==> src/rtl/pll_seq_pkg.sv <==
// Shared types and constants for the rPLL lock sequencer and its synchronizer.
package pll_seq_pkg;

    localparam int RETRY_W     = 4;
    localparam int SYNC_STAGES = 2;

    typedef enum logic [2:0] {
        S_RESET     = 3'd0,
        S_WAIT_LOCK = 3'd1,
        S_STABLE    = 3'd2,
        S_RUN       = 3'd3,
        S_FAIL      = 3'd4
    } pll_state_t;

endpackage

==> src/rtl/sync_2ff.sv <==
// Generic multi-flop synchronizer (depth from pll_seq_pkg), synchronously reset to 0.
module sync_2ff
    import pll_seq_pkg::*;
#(
    parameter int WIDTH = 1
) (
    input  logic             clk,
    input  logic             reset,
    input  logic [WIDTH-1:0] d,
    output logic [WIDTH-1:0] q
);

    logic [WIDTH-1:0] stages [SYNC_STAGES];

    always_ff @(posedge clk) begin
        if (reset) begin
            for (int i = 0; i < SYNC_STAGES; i++) begin
                stages[i] <= '0;
            end
        end else begin
            stages[0] <= d;
            for (int i = 1; i < SYNC_STAGES; i++) begin
                stages[i] <= stages[i-1];
            end
        end
    end

    assign q = stages[SYNC_STAGES-1];

endmodule

==> src/rtl/pll_lock_sequencer.sv <==
// Gowin rPLL bring-up sequencer: reset hold, lock wait, stability check, retry/fail.
// Optional lock-loss glitch filter in RUN is enabled by defining PLL_SEQ_GLITCH_FILTER_EN.
module pll_lock_sequencer
    import pll_seq_pkg::*;
#(
    parameter int RST_HOLD_CYCLES     = 32,
    parameter int LOCK_STABLE_CYCLES  = 1024,
    parameter int LOCK_TIMEOUT_CYCLES = 2700000,
    parameter int MAX_RETRIES         = 7,
    parameter int CNT_W               = 22,
    parameter int GLITCH_CYCLES       = 4
) (
    input  logic               clk,
    input  logic               reset,
    input  logic               pll_lock,
    input  logic               restart_req,
    output logic               pll_reset,
    output logic               sys_reset,
    output logic               ready,
    output logic               error,
    output logic [RETRY_W-1:0] retry_count
);

    localparam logic [CNT_W-1:0] HOLD_LAST    = CNT_W'(RST_HOLD_CYCLES - 1);
    localparam logic [CNT_W-1:0] STABLE_LAST  = CNT_W'(LOCK_STABLE_CYCLES - 1);
    localparam logic [CNT_W-1:0] TIMEOUT_LAST = CNT_W'(LOCK_TIMEOUT_CYCLES - 1);

    pll_state_t         state, state_n;
    logic [CNT_W-1:0]   cnt, cnt_n;
    logic [CNT_W-1:0]   tcnt, tcnt_n;
    logic [RETRY_W-1:0] retry_n;
    logic               lock_s;
    logic               failure;

`ifdef PLL_SEQ_GLITCH_FILTER_EN
    localparam int GW = (GLITCH_CYCLES > 1) ? $clog2(GLITCH_CYCLES) : 1;
    localparam logic [GW-1:0] GLITCH_LAST = GW'(GLITCH_CYCLES - 1);
    logic [GW-1:0] gcnt, gcnt_n;
`else
    // Filter length only matters when the glitch filter is built.
    localparam int unused_glitch_cycles = GLITCH_CYCLES;
`endif

    sync_2ff #(.WIDTH(1)) u_lock_sync (
        .clk   (clk),
        .reset (reset),
        .d     (pll_lock),
        .q     (lock_s)
    );

    always_comb begin
        state_n = state;
        cnt_n   = cnt;
        tcnt_n  = tcnt;
        retry_n = retry_count;
        failure = 1'b0;
`ifdef PLL_SEQ_GLITCH_FILTER_EN
        gcnt_n  = gcnt;
`endif
        case (state)
            S_RESET: begin
                if (cnt == HOLD_LAST) begin
                    state_n = S_WAIT_LOCK;
                    cnt_n   = '0;
                    tcnt_n  = '0;
                end else begin
                    cnt_n = cnt + CNT_W'(1);
                end
            end
            S_WAIT_LOCK: begin
                if (tcnt == TIMEOUT_LAST) begin
                    failure = 1'b1;
                end else begin
                    tcnt_n = tcnt + CNT_W'(1);
                    if (lock_s) begin
                        state_n = S_STABLE;
                        cnt_n   = '0;
                    end
                end
            end
            S_STABLE: begin
                // Reaching the stability threshold takes priority over a coincident timeout.
                if (lock_s && cnt == STABLE_LAST) begin
                    state_n = S_RUN;
                    retry_n = '0;
`ifdef PLL_SEQ_GLITCH_FILTER_EN
                    gcnt_n  = '0;
`endif
                end else if (tcnt == TIMEOUT_LAST) begin
                    failure = 1'b1;
                end else begin
                    tcnt_n = tcnt + CNT_W'(1);
                    if (!lock_s) begin
                        state_n = S_WAIT_LOCK;
                        cnt_n   = '0;
                    end else begin
                        cnt_n = cnt + CNT_W'(1);
                    end
                end
            end
            S_RUN: begin
`ifdef PLL_SEQ_GLITCH_FILTER_EN
                if (lock_s) begin
                    gcnt_n = '0;
                end else if (gcnt == GLITCH_LAST) begin
                    failure = 1'b1;
                end else begin
                    gcnt_n = gcnt + GW'(1);
                end
`else
                if (!lock_s) begin
                    failure = 1'b1;
                end
`endif
            end
            S_FAIL: begin
                state_n = S_FAIL;
            end
            default: begin
                state_n = S_RESET;
                cnt_n   = '0;
            end
        endcase

        if (failure) begin
            if (32'(retry_count) < MAX_RETRIES) begin
                retry_n = (retry_count == '1) ? retry_count : retry_count + RETRY_W'(1);
                state_n = S_RESET;
                cnt_n   = '0;
            end else begin
                state_n = S_FAIL;
            end
        end

        // A restart request overrides everything, including a failure in the same cycle.
        if (restart_req) begin
            state_n = S_RESET;
            cnt_n   = '0;
            tcnt_n  = '0;
            retry_n = '0;
        end
    end

    always_ff @(posedge clk) begin
        if (reset) begin
            state       <= S_RESET;
            cnt         <= '0;
            tcnt        <= '0;
            retry_count <= '0;
            pll_reset   <= 1'b1;
            sys_reset   <= 1'b1;
            ready       <= 1'b0;
            error       <= 1'b0;
`ifdef PLL_SEQ_GLITCH_FILTER_EN
            gcnt        <= '0;
`endif
        end else begin
            state       <= state_n;
            cnt         <= cnt_n;
            tcnt        <= tcnt_n;
            retry_count <= retry_n;
            pll_reset   <= (state_n == S_RESET) || (state_n == S_FAIL);
            sys_reset   <= (state_n != S_RUN);
            ready       <= (state_n == S_RUN);
            error       <= (state_n == S_FAIL);
`ifdef PLL_SEQ_GLITCH_FILTER_EN
            gcnt        <= gcnt_n;
`endif
        end
    end

endmodule

==> config.mk <==
export PLATFORM = sky130hd
export DESIGN_NAME = pll_lock_sequencer
export DESIGN_NICKNAME = d
export VERILOG_FILES = /design/src/rtl/pll_seq_pkg.sv /design/src/rtl/sync_2ff.sv /design/src/rtl/pll_lock_sequencer.sv
export SDC_FILE = /design/constraint.sdc
export NUM_CORES = 1
export LEC_CHECK = 0
export ABC_CLOCK_PERIOD_IN_PS = 2800
export CORE_ASPECT_RATIO = 1.5
export CORE_MARGIN = 4
export CORE_UTILIZATION = 30
export DETAILED_ROUTE_END_ITERATION = 8
export PLACE_DENSITY_LB_ADDON = 0.12
export SYNTH_ARGS = -nofsm -noshare
export SYNTH_HDL_FRONTEND = slang
export SYNTH_HIERARCHICAL = 1
export SYNTH_SLANG_ARGS = --single-unit
==> constraint.sdc <==
create_clock -name clk -period 2.8 [get_ports clk]
set_clock_uncertainty 0.1 [all_clocks]
set_input_delay 0.84 -clock clk [delete_from_list [all_inputs] [get_ports clk]]
set_output_delay 0.84 -clock clk [all_outputs]
set_load 0.005 [all_outputs]
# Word level (Yosys, flattened, before mapping)
# Memories as Yosys holds them, arrays and structs flattened.
# Cells that the tools add are included.
totals:
  input_bits: 4
  mem_bits_rw: 2
  n_memories: 1
  reg_bits: 55
  wordCells: 74
  output_inout_bits: 8
op_classes:
  muxes: 37
  n_addsub: 3
  order_cmp: 1
  n_eq_ne: 14
  bitwise_logic: 2
  n_reduce_logical: 8
memory_table:
  columns: ["memory", "depth", "word_bits", "read_ports", "rd_clocked_by_memory_dff", "write_ports", "line_no", "source"]
  rows:
  - ["u_lock_sync.stages", 2, 1, 2, 0, 2, "sync_2ff.sv:13", "logic [WIDTH-1:0] stages [SYNC_STAGES];"]
op_table:
  columns: ["cell", "count"]
  rows:
  - ["22-bit 2-to-1 mux", 11]
  - ["22-bit case mux with 4 select lines", 1]
  - ["22-bit case mux with 3 select lines", 1]
  - ["22-bit by 1-bit adder with 22-bit output, second input constant", 2]
  - ["3-bit 2-to-1 mux", 9]
  - ["22-bit by 10-bit == test with 1-bit output, second input constant", 1]
  - ["22-bit == test, second input constant", 1]
  - ["22-bit by 5-bit == test with 1-bit output, second input constant", 1]
  - ["4-bit 2-to-1 mux", 5]
  - ["3-bit case mux with 5 select lines", 1]
  - ["3-bit by 2-bit == test with 1-bit output, second input constant", 3]
  - ["1-bit 2-to-1 mux", 8]
  - ["3-bit == test, second input constant", 2]
  - ["3-bit logical NOT", 2]
  - ["4-bit by 1-bit adder with 4-bit output, second input constant", 1]
  - ["4-bit == test, second input constant", 1]
  - ["4-bit by 3-bit < comparator with 1-bit output, second input constant", 1]
  - ["2-bit != test, second input constant", 2]
  - ["2-bit OR reduction", 2]
  - ["3-bit by 1-bit == test with 1-bit output, second input constant", 1]
  - ["3-bit by 2-bit != test with 1-bit output, second input constant", 1]
  - ["3-bit != test, second input constant", 1]
  - ["1-bit case mux with 3 select lines", 1]
  - ["3-bit AND reduction", 1]
  - ["other kinds (4)", 5]

# Longest topological paths before layout
# Gate-level depths: netlist of the first run.
depth:
  ltp_word: 8
  ltp_mapped: 10

# By module
# The synthesis of the first run kept the hierarchy.
by_module_without_submodules:
  columns: ["mod", "seq_area_each_um2", "instances", "area_each_um2", "cells_each"]
  rows:
  - ["pll_lock_sequencer", 1101.1, 1, 3125.5, 406]
  - ["sync_2ff", 40.0, 1, 52.6, 4]

# Worst setup path after synthesis of the first run
# Ideal clock, no wire load.
synth_timing:
  path_kind: "register to register"
  startpoint: "register tcnt[0]"
  endpoint: "register cnt[14]"
  arrival_time_ps: 2254
  stages_incl_launch_ff: 9
  setup_slack_ps: 372
  setup_ps: 74
  required_ps: 2626
  cell_sequence: "dfxtp_1 -> ha_1 -> and4_1 -> buf_2 -> nand2_1 -> nor2_1 -> o31ai_1 -> or3b_2 -> a31oi_1"
synth_between:
  elab_chain_cells: 6
  elab_cells_between_ends: 10
  cone_classes: "1 x eq/ne; 9 x mux"
synth_rtl:
  columns: ["element", "line_no", "source"]
  rows:
  - ["from (decl)", "pll_lock_sequencer.sv:30", "logic [CNT_W-1:0] tcnt, tcnt_n;"]
  - ["from (signal assigned)", "pll_lock_sequencer.sv:160", "tcnt <= tcnt_n;"]
  - ["22-bit == test *", "pll_lock_sequencer.sv:71, pll_lock_sequencer.sv:89", null]
  - ["22-bit 2-to-1 mux", "pll_lock_sequencer.sv:89", "end else if (tcnt == TIMEOUT_LAST) begin"]
  - ["22-bit 2-to-1 mux", "pll_lock_sequencer.sv:83", "if (lock_s && cnt == STABLE_LAST) begin"]
  - ["22-bit case mux with 4 select lines", "pll_lock_sequencer.sv:60", "case (state)"]
  - ["22-bit 2-to-1 mux", "pll_lock_sequencer.sv:126", "if (32'(retry_count) < MAX_RETRIES) begin"]
  - ["22-bit 2-to-1 mux *", "pll_lock_sequencer.sv:125", "if (failure) begin"]
  - ["to (signal assigned)", "pll_lock_sequencer.sv:159", "cnt <= cnt_n;"]
  - ["to (decl)", "pll_lock_sequencer.sv:29", "logic [CNT_W-1:0] cnt, cnt_n;"]
# Mark *: on every way between the ends. The rest lies on a longest branch, timed or not.
# A chain may end at the register's enable or synchronous reset.

# Worst setup path after layout of the first run
layout_timing:
  startpoint: "register tcnt[6]"
  endpoint: "register retry_count[2]"
layout_between:
  elab_chain_cells: 5
  elab_cells_between_ends: 6
  cone_classes: "2 x eq/ne; 4 x mux"
layout_rtl:
  columns: ["element", "line_no", "source"]
  rows:
  - ["22-bit == test *", "pll_lock_sequencer.sv:71, pll_lock_sequencer.sv:89", null]
  - ["1-bit 2-to-1 mux *", "pll_lock_sequencer.sv:71, pll_lock_sequencer.sv:89", null]
  - ["1-bit 2-to-1 mux", "pll_lock_sequencer.sv:83", null]
  - ["1-bit case mux with 3 select lines *", "pll_lock_sequencer.sv:60", null]
  - ["3-bit != test (no source line) / 4-bit 2-to-1 mux (equally long branches)", null, null]
  - ["to (signal assigned)", "pll_lock_sequencer.sv:161", "retry_count <= retry_n;"]
  - ["to (decl)", "pll_lock_sequencer.sv:21", "output logic [RETRY_W-1:0] retry_count"]
# Marks and branches as above.

==> results by stage, run 1 <==
STA:
- The hold violation count in the final report is 0.
- The number of setup violations in the final report is 0.
- Timing would allow up to 383.8 MHz.
- The final worst-path cycle share is 93.04%.
- The worst slew slack as a fraction of its limit is 57.81%.
- Setup repair after global routing left no endpoint under its margin.
- Subtracting the final worst setup slack from the clock period gives 2605 ps.
- Adding up every negative setup slack in the final design gives 0 ps.
- The final number of max-transition violations is 0.
- At the pin with the least slew margin, the transition time is 632.9 ps.
- Hold is met by 353.7 ps.

Placement:
- At the end of routability-driven placement, the weighted congestion stood at 0.8368.
- The cell area after placement is 3545 sq um.
- Buffers placed on the I/O ports in this run total 11.
- The post-DP HPWL is 6410 microns.

Critical path:
- The cell that appears most often on the critical path is sky130_fd_sc_hd__o31ai_1.
- The signal on the critical path passes through nor4bb_1, nand4_1, buf_4, o31ai_1, a21oi_2, or4_1, o31ai_1.
- The startpoint class of the critical path is a register.
- The cell at the slowest stage of the critical path is sky130_fd_sc_hd__or4_1.
- The largest fanout on the critical path is 8.
- The critical path capture point type is a register.
- In this run the worst setup path begins at tcnt[6]$_SDFFE_PP0P_.
- The worst flop-to-flop path startpoint is tcnt[6]$_SDFFE_PP0P_.
- At the worst endpoint, the required time is 2940 ps.
- The critical path in this run is classified as reg2reg.
- The worst stage delay on the critical path is 520 ps.
- The arrival time of the worst setup path is 2740 ps.

Floorplan:
- The floorplan has 45 rows.
- The floorplan die width is 92.04 microns.
- The die covers 12340 sq um.
- During I/O placement, the number of pins put on the boundary was 12.
- Once the floorplan was initialized, standard cells occupied 31.01% of the core.
- The die height is 134.1 microns.
- The region available for standard cell placement spans 10250 sq um.

Logic synthesis:
- The number of library cell types mapped by synthesis is 55.
- The flip-flop cell with the highest count after synthesis is sky130_fd_sc_hd__dfxtp_1.
- The number of cells produced by synthesis is 410.
- The synthesized netlist occupies a cell area of 3178 sq um.
- The number of warnings reported in the yosys synthesis log is 6.
- The net count of the mapped netlist is 417.
- In this run, synthesis produced a sequential element count of 57.
- The proportion of register bits with asynchronous set or reset after synthesis is 0%.
- The average instance in the mapped netlist occupies 7.751 sq um.
- The number of synthesized flops with an enable pin is 0.
- For this run, the register share of the synthesized area comes to 35.91%.

Final layout:
- The final net count is 442.
- The final design area excluding fillers is 3875 sq um.
- 0 antenna diodes ended up in the layout.
- The area growth from synthesis to layout is 21.93%.
- Cells with a size suffix above 1 make up 12.50% of the layout.

Job:
- Max-cap violations in this run came to 0.

Clocking:
- The insertion delay of the later-clocked pin in the worst-skew pair is 320 ps.
- The sink count of the clock tree is 57.
- CTS built an H-tree with a depth of 3.
- Buffers inserted during clock tree synthesis total 9.
- The clock slew seen by the registers of the worst setup and hold paths is 50 ps.
- The number of buffers on the longest clock path is 2.
- The CTS tree is built.
- The number of buffers inserted by hold repair at cts is 0.
- The library cell used as clock root buffer is sky130_fd_sc_hd__clkbuf_16.

Drt:
- The routed design has 8740 microns of wire.
- The violation count after the first detailed-route iteration is 97.
- The routed layout has 3066 vias.
- The routed via count divided by cell count is 5.277.
- The first-pass iteration count of the detailed router is 4.
- Dividing the detail-routed wire length by the instance count gives 15.04 microns.
- For this run, design rule violations remaining after detail routing come to 0.
- The count of nets left with antenna violations once routing finished came out at 0.

Pwr:
- For this design the static power due to leakage is 1.250 nW.
- VDD sags by at most 305.1 uV.
- The final total power is 2.002 mW.
- The ratio of total power to cell area is 516.6 nW/um^2.

GRT:
- The total overflow left after global routing is 0.
- Across every metal layer, demand over resource in global routing totals 14.72%.
- The initial antenna violation count is 0.
- The number of global-route vias before repair was 2983.
- The global-route wire length before repair is 14480 microns.
- Entering global routing, the biggest net connects 32 pins.

Worst hold path:
- The min-delay analysis places its worst path in the category reg2reg.
- The startpoint identified for the worst hold timing path is u_lock_sync/stages[0][0]$_SDFF_PP0_.

Run status:
- The flow ran to the end, and the final reports show no timing, DRC or antenna violations.
-- repair_timing --
| action | 4_1_cts | 5_1_grt |
|---|---|---|
| gates resized for setup | 0 | 2 |
| buffers inserted | 0 | 2 |
| setup endpoints to repair | 0 | 3 |
-- worst max-delay path: cells and delay by family (launching register included) --
kind                   cells  cell delay, ps
and+or+nand+nor            3            1120
AOI/OAI and AO/OA          3             670
DFF                        1             420
buffers and inverters      1             200
-- area by class of cell --
class	count	area [sq um]
multi-input cells	329	1932
flip-flops and latches	57	1141
fillers	1107	6372
clock buffers	9	225.2
clock inverters	7	85.08
well taps	141	176.4
repair buffers	32	292.8
inverters	6	22.52
-- flip-flops by register name, summed over array words and instances (netlist names) --
signal	count
u_lock_sync/stages	2
sys_reset	1
retry_count	4
ready	1
state	3
cnt	22
error	1
tcnt	22
pll_reset	1
-- cell families after synthesis --
group / synth area share, %
compound gates: 21.93
xor+xnor: 1.103
fa+ha+maj: 1.181
buf+inv: 3.622
flops: 35.91
mux: 0.3150
simple gates: 35.95
-- power by group --
group / switching [mW] / total [mW] / internal (mW)
sequential: 0.00276 / 0.818 / 0.815
combinational: 0.0216 / 0.0376 / 0.0160
clock: 0.377 / 1.15 / 0.769
-- per-layer routing --
metal	part of all wire (%)	wire [microns]	vias to the layer above	GRT usage, %
li1	-	-	1572	-
met1	41	3569	1462	15.46
met2	56	4868	21	28.01
met3	1.7	151	11	3.030
met4	1.7	151	0	6.033
met5	0	0	-	0
-- placed cells by master, fill, tap and decap left out, types with 8 or more instances in the layout --
| master | instances |
|---|---|
| sky130_fd_sc_hd__nand2_1 | 65 |
| sky130_fd_sc_hd__nor2_1 | 28 |
| sky130_fd_sc_hd__nand3_1 | 28 |
| sky130_fd_sc_hd__o211ai_1 | 12 |
| sky130_fd_sc_hd__clkdlybuf4s50_1 | 11 |
| sky130_fd_sc_hd__a21oi_1 | 33 |
| sky130_fd_sc_hd__or3_1 | 9 |
| sky130_fd_sc_hd__o21ai_0 | 17 |
| sky130_fd_sc_hd__buf_4 | 19 |
| sky130_fd_sc_hd__clkbuf_16 | 9 |
| sky130_fd_sc_hd__a31oi_1 | 10 |
| sky130_fd_sc_hd__nand4_1 | 8 |
| sky130_fd_sc_hd__dfxtp_1 | 57 |
| sky130_fd_sc_hd__or4_1 | 8 |
| sky130_fd_sc_hd__o21a_1 | 8 |
| sky130_fd_sc_hd__nor3_1 | 14 |
-- final timing paths --
path	to	slack (ps)	depth (start not counted)
hold reg to reg	u_lock_sync/stages[0][1]$_SDFF_PP0_	350	1
hold / removal	u_lock_sync/stages[0][1]$_SDFF_PP0_	350	1
setup reg to reg	retry_count[2]$_SDFFE_PP0P_	190	7
setup / recovery	retry_count[2]$_SDFFE_PP0P_	190	7
-- per-stage QoR --
stage / setup slack, ps / utilization (%) / instances
floorplan: 372.0 / - / 410
global placement: 189.8 / 34.59 / 563
detailed placement: 147.6 / 34.59 / 563
CTS: 133.7 / 37.62 / 579
global route: 33.95 / 37.81 / 581
finish: 194.8 / 37.81 / 581
-- synthesized netlist by cell type, drive strengths merged (9+ instances only) --
library cell   n  area (sq um)
o211ai        12         90.09
buf           10         61.30
and3          10         65.06
o21ai         18         90.08
nor2          28         105.1
dfxtp         57          1141
a31oi         10         62.56
nand2         65         244.0
nor3          15         86.34
or4            9         71.32
a21oi         34         170.2
or3            9         56.30
nand3         29         157.7
No activity file was read; power rests on OpenSTA's default activity.
==> inputs of run 2 (changes only) <==
--- a/config.mk
+++ b/config.mk
@@ -9,6 +9,7 @@
 export CORE_ASPECT_RATIO = 1.5
 export CORE_MARGIN = 4
 export CORE_UTILIZATION = 30
+export CTS_CLUSTER_DIAMETER = 40
 export DETAILED_ROUTE_END_ITERATION = 8
 export PLACE_DENSITY_LB_ADDON = 0.12
 export SYNTH_ARGS = -nofsm -noshare
==> results of run 2 <==
Final layout, timing and power as in run 1 (identical DEF).
